--- src/rtl/alu_issue_ctrl.sv ---
// Issue sequencer in front of TotalALU: accepts one operation, holds the ALU inputs
// for the required cycles, runs MFHI/MFLO after MULTU and returns results over valid/ready.
module alu_issue_ctrl #(
  parameter int MUL_WAIT   = 35,
  parameter int RES_LAT    = 1,
  parameter int IDLE_FUNCT = 36
) (
  input  logic        clk,
  input  logic        reset,
  input  logic        in_valid,
  output logic        in_ready,
  input  logic [5:0]  in_funct,
  input  logic [31:0] in_a,
  input  logic [31:0] in_b,
  output logic [31:0] alu_dataA,
  output logic [31:0] alu_dataB,
  output logic [5:0]  alu_signal,
  input  logic [31:0] alu_output,
  output logic        res_valid,
  input  logic        res_ready,
  output logic [31:0] res_data,
  output logic [5:0]  res_funct,
  output logic        busy,
  output logic        illegal
);

  typedef enum logic [2:0] {
    S_IDLE, S_EXEC, S_MUL, S_MFHI, S_RESP_HI, S_MFLO, S_RESP
  } state_t;

  localparam logic [5:0] F_IDLE  = 6'(IDLE_FUNCT);
  localparam logic [5:0] F_MULTU = 6'd25;
  localparam logic [5:0] F_MFHI  = 6'd16;
  localparam logic [5:0] F_MFLO  = 6'd18;
  localparam logic [5:0] LAT     = 6'(RES_LAT);
  localparam logic [5:0] WAIT    = 6'(MUL_WAIT);

  function automatic logic is_single(input logic [5:0] f);
    case (f)
      6'd0, 6'd32, 6'd34, 6'd36, 6'd37, 6'd42: is_single = 1'b1;
      default:                                 is_single = 1'b0;
    endcase
  endfunction

  state_t      state_q, state_d;
  logic [5:0]  cnt_q, cnt_d;
  logic [31:0] data_a_q, data_a_d, data_b_q, data_b_d;
  logic [5:0]  signal_q, signal_d;
  logic        res_valid_q, res_valid_d;
  logic [31:0] res_data_q, res_data_d;
  logic [5:0]  res_funct_q, res_funct_d;
  logic        in_ready_q, in_ready_d;
  logic        busy_q, busy_d;
  logic        illegal_q, illegal_d;

  // Next-state and registered-output computation.
  always_comb begin
    state_d     = state_q;
    cnt_d       = cnt_q;
    data_a_d    = data_a_q;
    data_b_d    = data_b_q;
    signal_d    = signal_q;
    res_valid_d = res_valid_q;
    res_data_d  = res_data_q;
    res_funct_d = res_funct_q;
    illegal_d   = 1'b0;
    case (state_q)
      S_IDLE: begin
        if (in_valid && in_ready_q) begin
          if (is_single(in_funct)) begin
            data_a_d = in_a;
            data_b_d = in_b;
            signal_d = in_funct;
            cnt_d    = LAT;
            state_d  = S_EXEC;
          end else if (in_funct == F_MULTU) begin
            data_a_d = in_a;
            data_b_d = in_b;
            signal_d = F_MULTU;
            cnt_d    = WAIT;
            state_d  = S_MUL;
          end else begin
            illegal_d = 1'b1;
          end
        end else begin
          state_d = S_IDLE;
        end
      end
      // alu_signal already holds the funct (or 16/18), so it doubles as res_funct.
      S_EXEC, S_MFHI, S_MFLO: begin
        if (cnt_q == 6'd0) begin
          res_data_d  = alu_output;
          res_funct_d = signal_q;
          res_valid_d = 1'b1;
          state_d     = (state_q == S_MFHI) ? S_RESP_HI : S_RESP;
        end else begin
          cnt_d = cnt_q - 6'd1;
        end
      end
      S_MUL: begin
        if (cnt_q == 6'd1) begin
          signal_d = F_MFHI;
          cnt_d    = LAT;
          state_d  = S_MFHI;
        end else begin
          cnt_d = cnt_q - 6'd1;
        end
      end
      S_RESP_HI: begin
        if (res_ready) begin
          res_valid_d = 1'b0;
          signal_d    = F_MFLO;
          cnt_d       = LAT;
          state_d     = S_MFLO;
        end else begin
          state_d = S_RESP_HI;
        end
      end
      S_RESP: begin
        if (res_ready) begin
          res_valid_d = 1'b0;
          data_a_d    = 32'd0;
          data_b_d    = 32'd0;
          signal_d    = F_IDLE;
          state_d     = S_IDLE;
        end else begin
          state_d = S_RESP;
        end
      end
      default: state_d = S_IDLE;
    endcase
    in_ready_d = (state_d == S_IDLE);
    busy_d     = (state_d != S_IDLE);
  end

  // State and output registers; in_ready stays low until the first edge after reset.
  always_ff @(posedge clk or posedge reset) begin
    if (reset) begin
      state_q     <= S_IDLE;
      cnt_q       <= 6'd0;
      data_a_q    <= 32'd0;
      data_b_q    <= 32'd0;
      signal_q    <= F_IDLE;
      res_valid_q <= 1'b0;
      res_data_q  <= 32'd0;
      res_funct_q <= 6'd0;
      in_ready_q  <= 1'b0;
      busy_q      <= 1'b0;
      illegal_q   <= 1'b0;
    end else begin
      state_q     <= state_d;
      cnt_q       <= cnt_d;
      data_a_q    <= data_a_d;
      data_b_q    <= data_b_d;
      signal_q    <= signal_d;
      res_valid_q <= res_valid_d;
      res_data_q  <= res_data_d;
      res_funct_q <= res_funct_d;
      in_ready_q  <= in_ready_d;
      busy_q      <= busy_d;
      illegal_q   <= illegal_d;
    end
  end

  assign in_ready   = in_ready_q;
  assign alu_dataA  = data_a_q;
  assign alu_dataB  = data_b_q;
  assign alu_signal = signal_q;
  assign res_valid  = res_valid_q;
  assign res_data   = res_data_q;
  assign res_funct  = res_funct_q;
  assign busy       = busy_q;
  assign illegal    = illegal_q;

endmodule

--- config.mk ---
export PLATFORM = sky130hd
export DESIGN_NAME = alu_issue_ctrl
export DESIGN_NICKNAME = d
export VERILOG_FILES = /design/src/rtl/alu_issue_ctrl.sv
export SDC_FILE = /design/constraint.sdc
export NUM_CORES = 1
export LEC_CHECK = 0
export BUFFER_PORTS_ARGS = -buffer_cell sky130_fd_sc_hd__clkbuf_2
export CAP_MARGIN = 25
export CORE_MARGIN = 2
export CORE_UTILIZATION = 49
export CTS_BUF_LIST = sky130_fd_sc_hd__clkbuf_16
export DETAILED_ROUTE_END_ITERATION = 10
export PLACE_DENSITY = 0.85
export SETUP_SLACK_MARGIN = 0.02
export SYNTH_ARGS = -nofsm -noshare
export SYNTH_HDL_FRONTEND = slang
export SYNTH_SLANG_ARGS = --single-unit
--- constraint.sdc ---
create_clock -name clk -period 4.6 [get_ports clk]
set_input_delay 0.92 -clock clk [delete_from_list [all_inputs] [get_ports clk]]
set_output_delay 0.92 -clock clk [all_outputs]
set_load 0.01 [all_outputs]
Yosys cells after proc, flatten, opt, wreduce, memory -nomap -nowiden:

Cells that the tools add are included.

* bits of input ports: 106
* bits in registers: 121
* logic and storage cells: 93
* output and inout bits: 112

* $add $sub $neg: 1
* multiplexer cells: 42
* reductions and logical operators: 18
* eq/ne operators: 21

Operators by type and width (count)
* 2-to-1 mux 32 bit: 7
* one-hot mux 32 bit (2 select lines): 2
* 2-to-1 mux 6 bit: 12
* one-hot mux 6 bit (4 select lines): 2
* equality test 6 bit, second input constant: 5
* 2-to-1 mux 3 bit: 6
* one-hot mux 3 bit (5 select lines): 1
* logical NOT 6 bit: 2
* inequality test 2 bit, second input constant: 6
* 2-to-1 mux 1 bit: 10
* equality test 3 bit, second input constant: 3
* nonzero test 4 bit: 2
* equality test 3 x 2 -> 1 bit, second input constant: 2
* equality test 6 x 1 -> 1 bit, second input constant: 1
* equality test 6 x 5 -> 1 bit, second input constant: 1
* logical NOT 3 bit: 2
* AND reduction 6 bit: 1
* OR reduction 6 bit: 1
* subtractor 6 x 1 -> 6 bit, second input constant: 1
* AND reduction 5 bit: 1
* AND reduction 4 bit: 1
* nonzero test 2 bit: 2
* equality test 3 x 1 -> 1 bit, second input constant: 1
* inequality test 3 bit, second input constant: 1
* 9 further kinds: 9

Longest topological paths before layout:

* depth in word-level cells: 9
* mapped depth: 7
* gate-level depth less buffers: 7

Least setup slack after synthesis:

OpenSTA, ideal clock, no wires.

* path kind: in2reg
* start: input port in_funct[1]
* end: register signal_q[0] (netlist: alu_signal[0])
* data arrival time: 2.580 ns
* stages: 6
* path slack: 1.894 ns
* data required time: 4.475 ns
* buffers on the path: 1
* cell sequence: or4_1 o211a_2 o211ai_2 or4b_1 buf_4 mux2_4

* cells in the longest elaborated chain, start to end: 8

RTL lines
* start, declared: RTL line 12 `input logic [5:0] in_funct,`
* equality test 6 bit or logical NOT 6 bit (tied branches): RTL line 39 `case (f)`
* OR reduction 6 bit: RTL line 39
* 2-to-1 mux 1 bit: RTL line 39
* 2-to-1 mux 1 bit: RTL line 69 `if (in_valid && in_ready_q) begin`
* 2-to-1 mux 1 bit: RTL line 67 `case (state_q)`
* 2-to-1 mux 6 bit: RTL line 70 `if (is_single(in_funct)) begin`
* 2-to-1 mux 6 bit: RTL line 69
* one-hot mux 6 bit (4 select lines): RTL line 67
* end signal, assigned: RTL line 155 `signal_q <= signal_d;`
* end, declared: RTL line 48 `logic [5:0] signal_q, signal_d;`

Parallel ways exist; a longest one is shown, timed or not. The select of a mux whose other input is x is not followed.
A chain may end at the register's enable or synchronous reset.

Worst setup path after layout:

* start: input port in_funct[1]
* end: register signal_q[4] (netlist: alu_signal[4])

The elaborated chain is that of the path after synthesis.

==> impl_metrics.yaml <==
run_status:
  status: "finished, final reports clean"
synthesis:
  synth_ff_type: "dfrtp_1"
  netlist_area_mm2: 0.00540
  ys_async_sr_fraction_pct: 100
  netlist.area_leader.share_pct: 55.2
  synth_top_area_cell: "dfrtp_1"
  synth.area.top_cells: "dfrtp_1, a21bo_2, mux2_2, nand4_1, clkbuf_1"
  synth_cell_types: 50
  synth_warnings: 0
  synth_cells: 440
  avgSynthCellArea_um2: 12.3
  synth-seq-cells: 121
  synth-edff-count: 0
  synthesis.nets: 549
  synth-seq-area-share_pct: 56.1
sta:
  rsz0062_at_grt: "false"
  min_period_ns: 2.68
  relSlewSlack_pct: 48.4
  whs_ns: 0.482
  tightest_slew_ns: 0.774
  layout_setup_ws_ns: 1.92
  fin_skew_ns: 0.00930
  setup_tns_ns: 0
  setup_viol: 0
  fmax_mhz: 373
  fin_crit_sh_pct: 58.2
  hold_viol_final: 0
  drv_slew: 0
route:
  ant_nets: 0
  first_iter_violations: 277
  firstDrtPassIters: 4
  dr_total_vias: 4454
  vias_per_cell: 5.56
  drc: 0
  post_drt_wl_per_cell_um: 16.7
  wl_um: 13400
critical_path:
  crit_type: "input pin to flop"
  crit_path_start: "in_funct[1]"
  timing.rr.end: "alu_dataA[8]"
  cp.arrival_ns: 2.96
  rr_worst_depth: 6
  cp_max_fo: 7
  worst-r2r-setup-slack_ns: 2.04
  required_ns: 4.88
  worst_setup_path_start_kind: "input pin"
  r2r-start: "state_q[1]"
  endpoint_kind: "flop"
die:
  boundaryPins: 218
  die_y_um: 109
  fp-row-count: 38
  dieArea_mm2: 0.0119
  start_util_pct: 50.0
  coreArea_mm2: 0.0108
  die_w_um: 109
placement:
  portBuffers: 217
  placedCellCount: 769
  place_congestion: 0.902
  hpwl_um: 9280
  pre_cts_ws_ns: 1.52
clock_network:
  clock_latency_ns: 0.41
  clockRootBuffer: "clkbuf_16"
  numCtsBuffers: 17
  cts-hold-fix-buffers: 0
  clkTransAtPathRegs_ns: 0.05
  cts_tree: "built"
  cts.path.max_buffers: 2
  ctsResizeCount: 0
  htreeDepth: 4
  clkSinkCount: 121
  cts_setup_buffers: 0
grt:
  antenna_found_initial: 0
  grt_first_pass_wirelength_um: 20900
  grt_max_degree: 67
  grt_usage_pct: 22.9
  grt_pass1_vias: 4351
  grt_remaining_overflow: 0
final_layout:
  n_antenna_cell: 0
  nets: 757
  final_cell_mix: "clkbuf_2, dfrtp_1, nand4_1"
  drive_gt1_share_pct: 56.0
  syn2layout_area_growth_pct: 34.1
  final_common_cell: "clkbuf_2"
  final_cells: 801
power:
  worst_ir_drop_vdd_v: 0.000313
  p_per_area_mw_per_mm2: 601
  p_leak_nw: 3.79
  finalPower_w: 0.00435
run:
  cap_violations: 0
hold_path:
  hold_path_depth: 1
  hold_class: "flop to flop"
  min_from: "alu_dataA[15]"
  holdPathEnd: "alu_dataA[15]"
[cell usage after synthesis (all sizes together) (2+ instances only)]
| master | count |
|---|---|
| a21bo | 64 |
| mux2i | 2 |
| nor2 | 15 |
| dfrtp | 119 |
| nand2 | 11 |
| nor4b | 2 |
| inv | 11 |
| a22o | 3 |
| and3 | 2 |
| or2 | 3 |
| a21o | 2 |
| o211ai | 4 |
| or4b | 2 |
| nand3 | 4 |
| nand4 | 65 |
| a31oi | 2 |
| nor3 | 5 |
| ha | 3 |
| dfstp | 2 |
| nor4 | 3 |
| mux2 | 42 |
| nor2b | 2 |
| clkbuf | 25 |
| nand4b | 2 |
| a21boi | 2 |
| o21ai | 4 |
| buf | 10 |
| a21oi | 11 |
| a211oi | 3 |
| nand2b | 3 |
[critical path: stages]
cell and delay [ns]:
clkbuf_2 0.13, nor4b_1 0.55, nand2_1 0.24, o211ai_2 0.12, or4b_1 0.63, mux2_4 0.36
[flip-flops by register name, indices dropped and copies added (netlist names)]
| register | count |
|---|---|
| alu_dataA | 32 |
| illegal | 1 |
| alu_signal | 6 |
| res_data | 32 |
| state_q | 3 |
| res_valid | 1 |
| in_ready | 1 |
| alu_dataB | 32 |
| res_funct | 6 |
| busy | 1 |
| cnt_q | 6 |
[area by class of cell]
| type | count | area, um^2 |
|---|---|---|
| Clock buffer | 17 | 425 |
| Clock inverter | 15 | 200 |
| Fill cell | 822 | 3550 |
| Inverter | 11 | 43.8 |
| Multi-Input combinational cell | 273 | 2210 |
| Sequential cell | 121 | 3030 |
| Tap cell | 140 | 175 |
| Timing Repair Buffer | 224 | 1150 |
[metrics by stage]
stage | utilization, % | instance area (um^2)
floorplan | - | 5400
global route | 67.1 | 7240
CTS | 67.1 | 7240
detailed placement | 61.3 | 6610
finish | 67.1 | 7240
global placement | 61.1 | 6590
[report_power, final]
group	switching [W]	total (W)	internal, W
Combinational	0.000672	0.00131	0.000639
Clock	0.000485	0.00139	0.000908
Sequential	0.000240	0.00165	0.00141
[cells by family (layout without fill, tap and decap cells)]
family / after synthesis / after routing / share of synthesized area [%]
multiplexers: 44 / 44 / 9.41
buffers and inverters: 46 / 267 / 3.31
AO/OA/AOI/OAI: 102 / 102 / 16.8
AND/OR/NAND/NOR: 124 / 124 / 13.6
flip-flops: 121 / 121 / 56.1
adder cells (fa/ha/maj): 3 / 3 / 0.695
[worst max path at each step]
stage                               end  cells after the start
after CTS                 alu_signal[4]                      6
after global placement    alu_signal[4]                      6
after global routing      alu_signal[3]                      6
after detailed placement  alu_signal[4]                      6
final                     alu_signal[4]                      6
after floorplan            alu_dataA[0]                      1
[routing by layer]
metal | part of all wire (%) | GRT usage [%] | routed length (um) | vias up
met5 | 0 | 0 | 0 | -
li1 | - | - | - | 2064
met2 | 49 | 36.7 | 6560 | 200
met3 | 7.8 | 6.93 | 1040 | 23
met4 | 1.7 | 10.3 | 223 | 0
met1 | 41 | 28.4 | 5550 | 2167
Power figures use the tool's default switching activity.
